## src/rtl/seq1011_tx.sv

```systemverilog
// Serial MSB-first word transmitter driving the 1011 detector's x input, BIT_CYCLES clocks per bit.
// Optional golden detector model and match counter enabled by SEQ1011_EXPECT_EN.
module seq1011_tx #(
    parameter int unsigned WIDTH      = 20,
    parameter int unsigned LEN_W      = 5,
    parameter int unsigned BIT_CYCLES = 1
) (
    input  logic             clk,
    input  logic             rst,
    input  logic             load_valid,
    output logic             load_ready,
    input  logic [WIDTH-1:0] load_data,
    input  logic [LEN_W-1:0] load_len,
    output logic             x,
    output logic             x_valid,
    output logic             bit_stb,
    output logic             busy,
    output logic             done
`ifdef SEQ1011_EXPECT_EN
    ,
    output logic             exp_y,
    output logic [LEN_W-1:0] exp_cnt
`endif
);

    localparam int unsigned      HOLD_W    = (BIT_CYCLES > 1) ? $clog2(BIT_CYCLES) : 1;
    localparam logic [HOLD_W-1:0] HOLD_LAST = HOLD_W'(BIT_CYCLES - 1);
    localparam logic [LEN_W-1:0]  LEN_MAX   = LEN_W'(WIDTH);

    typedef enum logic [1:0] {StIdle, StShift, StDone} state_e;

    state_e             state_q, state_d;
    logic [WIDTH-1:0]   sr_q, sr_d;
    logic [LEN_W-1:0]   len_q, len_d;
    logic [LEN_W-1:0]   bit_q, bit_d;
    logic [HOLD_W-1:0]  hold_q, hold_d;
    logic               x_q, x_d;
    logic               x_valid_q, x_valid_d;
    logic               bit_stb_q, bit_stb_d;
    logic               busy_q, busy_d;
    logic               done_q, done_d;
    logic               load_ready_q, load_ready_d;

    logic [LEN_W-1:0]   len_eff;
    logic [WIDTH-1:0]   aligned;
    logic               accept;
    logic               last_hold;
    logic               last_bit;

    // Left-align the word so bit len-1 sits at the MSB and shifts out first.
    assign len_eff   = (load_len == '0 || load_len > LEN_MAX) ? LEN_MAX : load_len;
    assign aligned   = load_data << (LEN_MAX - len_eff);
    assign accept    = (state_q == StIdle) && load_valid && load_ready_q;
    assign last_hold = (hold_q == HOLD_LAST);
    assign last_bit  = (bit_q == len_q - LEN_W'(1));

    always_comb begin
        state_d      = state_q;
        sr_d         = sr_q;
        len_d        = len_q;
        bit_d        = bit_q;
        hold_d       = hold_q;
        x_d          = x_q;
        x_valid_d    = x_valid_q;
        bit_stb_d    = 1'b0;
        busy_d       = busy_q;
        done_d       = 1'b0;
        load_ready_d = load_ready_q;
        unique case (state_q)
            StIdle: begin
                if (accept) begin
                    state_d      = StShift;
                    sr_d         = aligned << 1;
                    x_d          = aligned[WIDTH-1];
                    len_d        = len_eff;
                    bit_d        = '0;
                    hold_d       = '0;
                    x_valid_d    = 1'b1;
                    bit_stb_d    = 1'b1;
                    busy_d       = 1'b1;
                    load_ready_d = 1'b0;
                end
            end
            StShift: begin
                if (!last_hold) begin
                    hold_d = hold_q + HOLD_W'(1);
                end else if (last_bit) begin
                    state_d   = StDone;
                    x_d       = 1'b0;
                    x_valid_d = 1'b0;
                    busy_d    = 1'b0;
                    done_d    = 1'b1;
                end else begin
                    x_d       = sr_q[WIDTH-1];
                    sr_d      = sr_q << 1;
                    bit_d     = bit_q + LEN_W'(1);
                    hold_d    = '0;
                    bit_stb_d = 1'b1;
                end
            end
            StDone: begin
                state_d      = StIdle;
                load_ready_d = 1'b1;
            end
            default: begin
                state_d      = StIdle;
                load_ready_d = 1'b1;
            end
        endcase
    end

    always_ff @(posedge clk) begin
        if (rst) begin
            state_q      <= StIdle;
            sr_q         <= '0;
            len_q        <= '0;
            bit_q        <= '0;
            hold_q       <= '0;
            x_q          <= 1'b0;
            x_valid_q    <= 1'b0;
            bit_stb_q    <= 1'b0;
            busy_q       <= 1'b0;
            done_q       <= 1'b0;
            load_ready_q <= 1'b1;
        end else begin
            state_q      <= state_d;
            sr_q         <= sr_d;
            len_q        <= len_d;
            bit_q        <= bit_d;
            hold_q       <= hold_d;
            x_q          <= x_d;
            x_valid_q    <= x_valid_d;
            bit_stb_q    <= bit_stb_d;
            busy_q       <= busy_d;
            done_q       <= done_d;
            load_ready_q <= load_ready_d;
        end
    end

    assign x          = x_q;
    assign x_valid    = x_valid_q;
    assign bit_stb    = bit_stb_q;
    assign busy       = busy_q;
    assign done       = done_q;
    assign load_ready = load_ready_q;

`ifdef SEQ1011_EXPECT_EN
    typedef enum logic [1:0] {DetNone, DetOne, DetOneZero, DetOneZeroOne} det_e;

    det_e             det_q, det_d;
    logic             exp_y_q, exp_y_d;
    logic [LEN_W-1:0] exp_cnt_q, exp_cnt_d;
    logic             bit_end;
    logic             match;

    // The detector consumes x_q as each bit period closes, so exp_y covers the following period.
    assign bit_end = (state_q == StShift) && last_hold;
    assign match   = (det_q == DetOneZeroOne) && x_q;

    always_comb begin
        det_d     = det_q;
        exp_y_d   = exp_y_q;
        exp_cnt_d = exp_cnt_q;
        if (accept) begin
            det_d     = DetNone;
            exp_y_d   = 1'b0;
            exp_cnt_d = '0;
        end else if (bit_end) begin
            exp_y_d = match;
            if (match) begin
                exp_cnt_d = exp_cnt_q + LEN_W'(1);
            end
            unique case (det_q)
                DetNone:       det_d = x_q ? DetOne : DetNone;
                DetOne:        det_d = x_q ? DetOne : DetOneZero;
                DetOneZero:    det_d = x_q ? DetOneZeroOne : DetNone;
                DetOneZeroOne: det_d = x_q ? DetOne : DetOneZero;
                default:       det_d = DetNone;
            endcase
        end
    end

    always_ff @(posedge clk) begin
        if (rst) begin
            det_q     <= DetNone;
            exp_y_q   <= 1'b0;
            exp_cnt_q <= '0;
        end else begin
            det_q     <= det_d;
            exp_y_q   <= exp_y_d;
            exp_cnt_q <= exp_cnt_d;
        end
    end

    assign exp_y   = exp_y_q;
    assign exp_cnt = exp_cnt_q;
`endif

endmodule

```

## config.mk

```make
export PLATFORM = sky130hd
export DESIGN_NAME = seq1011_tx
export DESIGN_NICKNAME = d
export VERILOG_FILES = /design/src/rtl/seq1011_tx.sv
export SDC_FILE = /design/constraint.sdc
export NUM_CORES = 1
export LEC_CHECK = 0
export CORE_ASPECT_RATIO = 1.25
export CORE_MARGIN = 1.5
export CORE_UTILIZATION = 51
export DETAILED_ROUTE_END_ITERATION = 10
export GPL_TIMING_DRIVEN = 0
export PLACE_DENSITY = 0.74
export SLEW_MARGIN = 20
export SYNTH_ARGS = -nofsm -noshare
export SYNTH_HDL_FRONTEND = slang
export SYNTH_SLANG_ARGS = --single-unit
```

## constraint.sdc

```tcl
create_clock -name clk -period 2.8 [get_ports clk]
set_input_delay 0.28 -clock clk [delete_from_list [all_inputs] [get_ports clk]]
set_output_delay 0.28 -clock clk [all_outputs]
set_load 0.03 [all_outputs]
```

# == After elaboration in Yosys (flattened, before gate mapping) ==
# Cells that the tools add are included.
# word_totals
output_inout_bits,6
word_cells,67
ff_bits,38
input_bits,28
# op_classes
n_addsub,4
reduce_logical,14
shift,1
n_eq_ne,6
muxes,30
bitwise_logic,1
n_lt_le_gt_ge,1
# op_table
cell,n
2-to-1 mux 20 bit,3
case mux 20 bit (2 select lines),1
2-to-1 mux 5 bit,4
<< shifter 20 x 5 -> 20 bit,1
2-to-1 mux 1 bit,12
case mux 1 bit (2 select lines),5
case mux 5 bit (2 select lines),1
"inequality test 2 bit, second input constant",4
AND reduction 4 bit,2
2-to-1 mux 2 bit,3
AND reduction 2 bit,3
AND reduction 3 bit,2
"adder 5 x 1 -> 5 bit, second input constant",1
equality test 5 bit,1
"> comparator 5 bit, second input constant",1
zero test 5 bit,1
"subtractor 5 x 1 -> 5 bit, second input constant",1
"subtractor 5 bit, first input constant",1
case mux 2 bit (2 select lines),1
OR reduction 3 bit,1
"equality test 2 x 1 -> 1 bit, second input constant",1
logical AND 1 bit,2
zero test 2 bit,1
nonzero test 2 bit,1
3 further kinds,3

# == Logic depth before layout (Yosys ltp) ==
# Gate-level depths: netlist (run 1).
# depth
word_depth,7
mapped_depth,11
ltp_nobuf,9

# == Least setup slack after synthesis (run 1) ==
# No wires, ideal clock.
# synth_timing
kind,input-to-reg
from,input port load_len[3]
to,register sr_q[13]
path_buffers,3
setup_ns,0.134
arrival_ns,2.502
stages,11
path_slack_ns,0.164
t_required_ns,2.666
path_cell_list,o21ai_2 > nand2_2 > buf_2 > ha_1 > clkbuf_1 > clkinv_1 > clkbuf_1 > o31ai_1 > o21ai_0 > a221oi_1 > a211oi_1
# synth_between
elab_chain_len,7
# synth_lines
element,line,source
from (decl),13,"input logic [LEN_W-1:0] load_len,"
> comparator 5 bit or zero test 5 bit (tied branches),51,assign len_eff = (load_len == '0 || load_len > LEN_MAX) ? LEN_MAX : load_len;
logical OR 1 bit,51,
2-to-1 mux 5 bit (*),51,
subtractor 5 bit (*),52,assign aligned = load_data << (LEN_MAX - len_eff);
<< shifter 20 x 5 -> 20 bit (*),52,
2-to-1 mux 20 bit (*),71,if (accept) begin
case mux 20 bit (2 select lines) (*),69,unique case (state_q)
to (signal assigned),127,sr_q <= sr_d;
to (decl),33,"logic [WIDTH-1:0] sr_q, sr_d;"
# Mark *: on every way between the ends. The rest lies on a longest branch, timed or not. The select of a mux whose other input is x is not followed.
# A chain may end at the register's enable or synchronous reset.

# == Worst setup path after layout (run 1) ==
# layout_timing
from,input port load_len[3]
to,register sr_q[14]
# Same word-level chain as after synthesis.

==> flow_summary.ini, run 1 <==
[status]
status = complete, no violations

[final_layout]
antennaDiodeCount = 0
fin_nets = 425
post-route-cell-area_mm2 = 0.003456
syn_to_final_growth_pct = 18.80
fill_cells = 509
drive_above_1_share_pct = 16.33

[worst_setup_path]
crit_buf_inv = 3
crit_family = buffers and inverters
criticalPathCategory = primary input to flop
crit_arrival_ps = 2780
reg2regPathDepth = 9
endpoint_kind = flop
slowest_delay_ps = 530
cp-start-kind = primary input
worst_path_most_repeated_cell = buf_6
slowest_stage = mux4_2
r2r_end = sr_q[10]$_SDFFE_PP0P_
cp.required_ps = 2950
cp_max_fo = 10
crit_chain = dlygate4sd2_1 -> o21ai_4 -> nand2_4 -> buf_6 -> ha_4 -> or3_4 -> nand2_2 -> buf_6 -> mux4_2 -> a22oi_2 -> a211oi_1
reg2reg_slack_ps = 250
r2r_start = len_q[0]$_SDFFE_PP0P_

[min_path]
hold_path_end = len_q[1]$_SDFFE_PP0P_
holdCritStartpoint = load_len[1]
holdPathStages = 3
holdCritPathClass = primary input to flop

[power_and_ir_drop]
power_density_mw_per_mm2 = 455.2
leakage_nw = 1.241
p_total_w = 0.001573
ir_drop_mv = 0.2079

[route]
drc = 0
drt-pass1-iter-count = 4
ant_nets = 0
wl_per_cell_um = 18.72
vias = 2985
routed_wl_um = 8537
drt_iter0_markers = 248
viasPerCell = 6.546

[placement]
port_buffers = 32
gp_congestion = 0.9249
dp_hpwl_um = 6608
post_dp_cell_area_mm2 = 0.003309

[floorplanning]
io_pins = 34
die_w_um = 70.55
rows = 30
core_mm2 = 0.005480
die_h_um = 87.44
fp.dieArea_mm2 = 0.006169
initial_core_util_pct = 53.08

[sta]
worst_slew_pin_slew_ps = 788.3
min_period_over_period_pct = 93.85
grt_setup_unrepaired = no
max_freq_mhz = 380.5
clock_skew_ps = 4.360
hold_viol_final = 0
relSlewSlack_pct = 46.62
tns_ps = 0
min_period_ps = 2628
finalSetupViolCount = 0
slew_violations = 0

[clock_network]
cts_tree = done
clockBufferDepth = 2
cts_buffers = 5
clk_pin_slew_worst_paths_ps = 70
cts.sinks = 36
ctsHtreeMaxLevel = 2
root_buffer = clkbuf_8
insertion_delay_ps = 290

[yosys]
syn_avg_cell_area_um2 = 8.194
synthArstFlopShare_pct = 0
synthCells = 355
synth_top_area_share_pct = 24.77
synthSimpleGateAreaFrac_pct = 24.04
synth_cell_type_count = 62
netlist.top_cell.by_area = dfxtp_1
synth_ff_type = dfxtp_1
synth_xor_area_share_pct = 2.108
syn_area_mm2 = 0.002909
synth_edf_count = 0
synthMuxAreaShare_pct = 16.22
synth-compound-area-share_pct = 25.81
synthAdderAreaFrac_pct = 1.290
ys_seq_area_share_pct = 24.77
synthTopCellsByArea = dfxtp_1 (25%), mux4_2 (8.5%), nor2_1 (5.4%)
yosysWarningCount = 0
ys_seq_elements = 36
synth_top_family_by_area = compound AO/OA/AOI/OAI gates
synth_fp_nets = 386

[global_routing]
grt_pass1_vias = 2934
grt_usage_pct = 28.96
grt_start_max_net_pins = 11
grt.busiest_layer = met2
grtUsageMet1_pct = 33.95
gr-total-overflow = 0
antenna_found_initial = 0
grt_pass1_wl_um = 14250
use_met3_pct = 3.704
use_met2_pct = 51.29

[run]
drv_cap = 0
==> Yosys cell counts, drive strengths merged, types with 4 or more instances <==
cell and instances:
a211oi 13, a21oi 21, a221oi 8, and3 5
buf 14, clkbuf 18, dfxtp 36, mux2 11
mux2i 10, mux4 11, nand2 28, nand2b 10
nand3 4, nor2 43, nor3 20, nor3b 4
o211ai 17, o21ai 11, o221ai 4, o22ai 4
o32ai 4, or3 4, xnor2 4
==> report_power, final <==
| part | internal [W] | switching (W) |
|---|---|---|
| logic | 0.000282 | 0.000362 |
| clock network | 0.000160 | 0.000176 |
| registers | 0.000561 | 0.0000320 |
| total | 0.00100 | 0.000570 |
==> layer usage <==
metal | share of wire [%] | routed length (um) | vias to the layer above
met5 | 0 | 0 | -
met4 | 3.5 | 297 | 0
met3 | 4.2 | 355 | 24
met2 | 52 | 4440 | 121
met1 | 40 | 3443 | 1416
li1 | - | - | 1424
==> tightest hold or removal path: cells and delay by family <==
family | cells | cell delay (ps)
compound gates | 1 | 60
buf+inv | 1 | 160
simple gates | 1 | 90
==> stage by stage <==
stage	util [%]	worst slack, ps	std cells	hold WS [ps]
6_report	63.06	172.1	456	342.4
3_3_place_gp	60.39	-1238	451	474.7
4_1_cts	62.58	7.083	456	340.5
5_1_grt	63.06	18.95	456	345.0
2_1_floorplan	-	164.4	355	449.4
3_5_place_dp	60.39	-1222	451	478.0
==> sequential cells by signal, indices dropped and copies added, names as in the netlist <==
register    cells
bit_stb         1
state_q         2
done            1
x               1
sr_q           19
bit_q           5
len_q           5
load_ready      1
busy            1
==> logic make-up after synthesis <==
family,count (synthesis)
simple gates,137
xor+xnor,7
flops,36
mux,32
buf+inv,36
compound gates,104
fa+ha+maj,3
==> timing repair <==
action                                  4_1_cts  5_1_grt
setup buffers                                 1        0
gates resized for setup                      19        5
endpoints found under the setup margin       20       15
hold buffers                                  0        0
pin swaps                                     1        2
==> cell usage in the layout (no fill, tap or decap), types with 12 or more instances in the layout <==
master	n
nor2_1	42
a21oi_1	20
nand2_1	26
clkdlybuf4s50_1	28
o211ai_1	17
nor3_1	18
clkbuf_1	15
a211oi_1	12
dfxtp_1	36
==> worst max path at each step <==
| stage | startpoint | end | depth (start not counted) |
|---|---|---|---|
| 2_1_floorplan | load_len[3] | sr_q[13]$_SDFFE_PP0P_ | 11 |
| 3_3_place_gp | load_len[3] | sr_q[16]$_SDFFE_PP0P_ | 11 |
| 3_5_place_dp | load_len[3] | sr_q[16]$_SDFFE_PP0P_ | 11 |
| 4_1_cts | load_len[2] | sr_q[14]$_SDFFE_PP0P_ | 11 |
| 5_1_grt | load_len[3] | sr_q[18]$_SDFFE_PP0P_ | 11 |
| 6_report | load_len[3] | sr_q[14]$_SDFFE_PP0P_ | 11 |
==> area by class of cell <==
type                            instances  area (um^2)  area share, %
Timing Repair Buffer                   33        330.3          9.558
Buffer                                 31        160.2          4.634
Inverter                                4        16.27         0.4707
Tap cell                               64        80.08          2.317
Sequential cell                        36        720.7          20.85
Clock buffer                            5        68.82          1.991
Multi-Input combinational cell        283         2079          60.17
No activity file was read; power rests on OpenSTA's default activity.
==> inputs of run 2 (changes only) <==
--- a/config.mk
+++ b/config.mk
@@ -11,6 +11,7 @@
 export DETAILED_ROUTE_END_ITERATION = 10
 export GPL_TIMING_DRIVEN = 0
 export PLACE_DENSITY = 0.74
+export SKIP_CTS_REPAIR_TIMING = 1
 export SLEW_MARGIN = 20
 export SYNTH_ARGS = -nofsm -noshare
 export SYNTH_HDL_FRONTEND = slang
==> run 2 against run 1 <==
Sequential share of layout area down 0.14 points. Non-clock buffer count up 3. Count of clock-buffer cells in the layout unchanged. Global-route usage down 0.27 points. Register-to-register slack about the same. Flip-flop and latch count unchanged. Cell area up 0.65%. Via count up 1.4%. Clock skew down 0.56 ps. Combinational power up 0.6%. Die area unchanged. Critical path type unchanged. Critical endpoint is now sr_q[11]$_SDFFE_PP0P_. Largest cell class unchanged. Largest power group unchanged. Highest routed layer unchanged.
==> flow_summary.ini, run 2 (same netlist as run 1, synthesis figures left out) <==
[status]
status = complete, no violations

[placement]
dp_hpwl_um = 6608
post_dp_cell_area_mm2 = 0.003309
port_buffers = 32
gp_congestion = 0.9249
place_ws_ps = -1222
placed_cells = 451

[route]
vias = 3027
drc = 0
viasPerCell = 6.595
ant_nets = 0
routed_wl_um = 8593
drt-pass1-iter-count = 5
drt_iter0_markers = 217
wl_per_cell_um = 18.72

[clock_network]
cts_buffers = 5
insertion_delay_ps = 290
cts.sinks = 36
cts_tree = done
ctsHtreeMaxLevel = 2
clk_pin_slew_worst_paths_ps = 70
clockBufferDepth = 2
root_buffer = clkbuf_8

[worst_setup_path]
r2r_start = len_q[0]$_SDFFE_PP0P_
endpoint_kind = flop
crit_arrival_ps = 2770
worst_path_most_repeated_cell = buf_4
slowest_stage = o21a_1
crit_buf_inv = 4
r2r_end = sr_q[10]$_SDFFE_PP0P_
crit_chain = dlymetal6s2s_1 -> o21ai_4 -> nand2_4 -> buf_4 -> ha_2 -> clkbuf_2 -> o21a_1 -> nor2_4 -> buf_4 -> mux4_2 -> a21oi_1 -> o22ai_1
cp.required_ps = 2960
reg2regPathDepth = 9
slowest_delay_ps = 340
criticalPathCategory = primary input to flop
cp_max_fo = 10
crit_family = buffers and inverters
cp-start-kind = primary input
reg2reg_slack_ps = 240

[power_and_ir_drop]
p_total_w = 0.001582
power_density_mw_per_mm2 = 454.7
leakage_nw = 1.279
ir_drop_mv = 0.2192

[sta]
slew_violations = 0
setup_slack_ps = 183.9
clock_skew_ps = 3.798
finalSetupViolCount = 0
max_freq_mhz = 382.2
hold_viol_final = 0
grt_setup_unrepaired = no
relSlewSlack_pct = 48.00
min_period_ps = 2616
min_period_over_period_pct = 93.43
worst_slew_pin_slew_ps = 767.8

[global_routing]
grt_pass1_vias = 2933
antenna_found_initial = 0
grt_start_max_net_pins = 11
grt_pass1_wl_um = 14110
gr-total-overflow = 0
grt_usage_pct = 28.70

[floorplanning]
core_mm2 = 0.005480
die_h_um = 87.44
rows = 30
initial_core_util_pct = 53.08
fp.dieArea_mm2 = 0.006169
die_w_um = 70.55
io_pins = 34

[min_path]
hold_path_end = len_q[1]$_SDFFE_PP0P_
holdCritPathClass = primary input to flop
holdPathStages = 3
holdCritStartpoint = load_len[1]

[final_layout]
post-route-cell-area_mm2 = 0.003478
antennaDiodeCount = 0
fin_cells = 459
final_common_cell = nor2_1
syn_to_final_growth_pct = 19.57
final_core_util_pct = 63.47
largest_register_ffs = 19
drive_above_1_share_pct = 17.47
fill_cells = 498
largest_registers = sr_q x19, bit_q x5, len_q x5
fin_nets = 428
final_cell_mix = nor2_1 (42), dfxtp_1 (36), clkdlybuf4s50_1 (28)
top_register = sr_q

[run]
drv_cap = 0
[run 2: changes by cell type in the layout (fill, tap and decap cells not counted), sizes merged]
cell          before  now
clkinv             1    0
dlygate4sd2        3    0
dlymetal6s2s       1    4
inv                3    4
buf               15   17
clkbuf            22   23
[run 2: stage by stage]
stage / hold WS [ps] / setup TNS, ps
final: 346.6 / 0
after global routing: 344.8 / 0
after CTS: 340.5 / -14450
after detailed placement: 478.0 / -20220
after global placement: 474.7 / -19850
after floorplan: 449.4 / 0
[run 2: layout make-up]
| type | instances | area (um^2) | share of cell area [%] |
|---|---|---|---|
| clock buffers | 5 | 68.82 | 1.978 |
| flip-flops and latches | 36 | 720.7 | 20.72 |
| inverters | 4 | 15.01 | 0.4317 |
| multi-input cells | 283 | 2076 | 59.68 |
| repair buffers | 36 | 360.3 | 10.36 |
| plain buffers | 31 | 157.7 | 4.532 |
| well taps | 64 | 80.08 | 2.302 |
[run 2: worst max-delay path by stage]
stage	start	to	cells past startpoint
5_1_grt	len_q[0]$_SDFFE_PP0P_	sr_q[10]$_SDFFE_PP0P_	9
3_5_place_dp	load_len[3]	sr_q[16]$_SDFFE_PP0P_	11
6_report	load_len[3]	sr_q[11]$_SDFFE_PP0P_	12
4_1_cts	load_len[3]	sr_q[16]$_SDFFE_PP0P_	11
2_1_floorplan	load_len[3]	sr_q[13]$_SDFFE_PP0P_	11
3_3_place_gp	load_len[3]	sr_q[16]$_SDFFE_PP0P_	11
[run 2: routing by layer]
metal  track usage [%]  share of wire, %
met5                 0                 0
met4             14.75               3.5
met3             3.704               4.9
met2             50.77                52
met1             33.95                40
[run 2: report_power, final]
part	internal (W)	total, W	switching (W)
combinational	0.000285	0.000648	0.000363
clock	0.000161	0.000340	0.000180
sequential	0.000561	0.000593	0.0000324
[run 2: tightest hold or removal path: stages]
cell     delay (ps)
buf_2           160
nand3_1          90
a21oi_1          60
==> inputs of run 3 (changes only) <==
--- a/config.mk
+++ b/config.mk
@@ -7,10 +7,10 @@
 export LEC_CHECK = 0
 export CORE_ASPECT_RATIO = 1.25
 export CORE_MARGIN = 1.5
-export CORE_UTILIZATION = 51
+export CORE_UTILIZATION = 56
 export DETAILED_ROUTE_END_ITERATION = 10
 export GPL_TIMING_DRIVEN = 0
-export PLACE_DENSITY = 0.74
+export PLACE_DENSITY = 0.77
 export SKIP_CTS_REPAIR_TIMING = 1
 export SLEW_MARGIN = 20
 export SYNTH_ARGS = -nofsm -noshare
==> constraint.sdc (replaced) <==
create_clock -name clk -period 2.6 [get_ports clk]
set_input_delay 0.26 -clock clk [delete_from_list [all_inputs] [get_ports clk]]
set_output_delay 0.26 -clock clk [all_outputs]
set_load 0.03 [all_outputs]
==> run 3 against run 2 <==
Utilization up 7.1 points. Worst hold slack got worse by 26 ps. Clock skew grew 3.3 ps. Largest power group unchanged.
==> flow_summary.ini, run 3 (same netlist as run 1, synthesis figures left out) <==
[global_routing]
grt_pass1_vias = 2970
grt_start_max_net_pins = 11
gr-total-overflow = 0
grt_usage_pct = 32.81
antenna_found_initial = 0
grt_pass1_wl_um = 14280

[sta]
relSlewSlack_pct = 61.26
min_period_over_period_pct = 98.20
min_period_ps = 2553
hold_viol_final = 0
worst_slew_pin_slew_ps = 575.9
setup_slack_ps = 46.74
tns_ps = 0
grt_setup_unrepaired = yes
slew_violations = 0
max_freq_mhz = 391.7
clock_skew_ps = 7.054
finalSetupViolCount = 0

[clock_network]
cts_tree = done
clockBufferDepth = 2
cts_buffers = 5
root_buffer = clkbuf_8
ctsHtreeMaxLevel = 2
clk_pin_slew_worst_paths_ps = 70
insertion_delay_ps = 300
cts.sinks = 36

[final_layout]
fin_nets = 431
final_core_util_pct = 70.53
fill_cells = 439
largest_register_ffs = 19
drive_above_1_share_pct = 21.25
seqCellArea_um2 = 720.7
fin_cells = 462
syn_to_final_growth_pct = 22.28
final_common_cell = nor2_1
top_register = sr_q
multiInputGateArea_mm2 = 0.002133
antennaDiodeCount = 0
largest_registers = sr_q x19, bit_q x5, len_q x5
final_cell_mix = nor2_1 (42), dfxtp_1 (36), clkdlybuf4s50_1 (28)

[power_and_ir_drop]
ir_drop_mv = 0.2210
power.share.clock_pct = 21.7
p_sw_share_pct = 36.81
power_frac_comb_pct = 41.9
p_int_w = 0.001109
seq_power_share_pct = 36.4
leakage_nw = 1.286
power_density_mw_per_mm2 = 493.3
power_switching_w = 0.0006460

[floorplanning]
rows = 29
initial_core_util_pct = 57.68
fp.dieArea_mm2 = 0.005639
die_w_um = 67.47
io_pins = 34
die_h_um = 83.58
core_mm2 = 0.005044

[worst_setup_path]
cp_max_fo = 10
crit_arrival_ps = 2720
cp.required_ps = 2760
endpoint_kind = flop
criticalPathCategory = primary input to flop
cp-start-kind = primary input

[route]
wl_per_cell_um = 19.11
drc = 0
vias = 3073
viasPerCell = 6.652
drt-pass1-iter-count = 4
routed_wl_um = 8830
drt_iter0_markers = 224
ant_nets = 0

[placement]
port_buffers = 32
placed_cells = 449
place_ws_ps = -1093
gp_congestion = 0.9386
dp_hpwl_um = 6719

[run]
drv_cap = 0

[min_path]
holdCritPathClass = primary input to flop

[status]
status = complete, no violations
[run 3: changes by cell type in the layout (fill, tap and decap cells not counted), sizes merged]
cell,before,now
buf,17,23
dlymetal6s2s,4,2
clkinv,0,1
clkinvlp,0,1
inv,4,3
[run 3: power groups by stage]
stage          logic, W  clock network (W)  registers, W
2_1_floorplan  0.000455                  0      0.000655
3_3_place_gp   0.000647                  0      0.000649
3_5_place_dp   0.000657                  0      0.000651
4_1_cts        0.000660           0.000383      0.000638
5_1_grt        0.000790           0.000401      0.000645
6_report       0.000735           0.000380      0.000639
[run 3: metal layers]
metal | vias up | share of wire, % | GRT usage (%)
met5 | - | 0 | 0
met4 | 0 | 3.9 | 17.81
met3 | 27 | 3.7 | 3.779
met2 | 120 | 52 | 54.55
met1 | 1487 | 40 | 39.95
li1 | 1439 | - | -
[run 3: cell type report]
cell class / count / share of cell area (%)
multi-input cells: 283 / 59.97
flip-flops and latches: 36 / 20.26
repair buffers: 38 / 10.13
plain buffers: 32 / 4.749
well taps: 62 / 2.181
clock buffers: 6 / 2.040
inverters: 4 / 0.5276
clock inverters: 1 / 0.1407
[run 3: worst max-delay path, stage by stage]
cell	delay [ps]
dlymetal6s2s_1	160
o21ai_4	250
nand2_4	110
buf_4	200
ha_2	240
or3_4	410
nand2_2	100
buf_6	150
mux4_2	530
a22oi_1	200
a211oi_1	90
[run 3: per-stage QoR]
step                      hold slack (ps)  area [um^2]  power (W)
after CTS                           315.4         3386   0.001681
after global placement              469.8         3308   0.001296
after detailed placement            480.0         3308   0.001308
after floorplan                     449.4         2910   0.001110
after global routing                336.0         3557   0.001836
final                               320.5         3557   0.001755
[run 3: final timing paths]
path / from / to / slack, ps / depth (start not counted)
hold / removal: load_len[1] / len_q[1]$_SDFFE_PP0P_ / 320 / 3
setup / recovery: load_len[2] / sr_q[14]$_SDFFE_PP0P_ / 50 / 11
hold reg to reg: len_q[1]$_SDFFE_PP0P_ / len_q[1]$_SDFFE_PP0P_ / 490 / 2
setup reg to reg: len_q[0]$_SDFFE_PP0P_ / bit_q[1]$_SDFFE_PP0P_ / 140 / 9
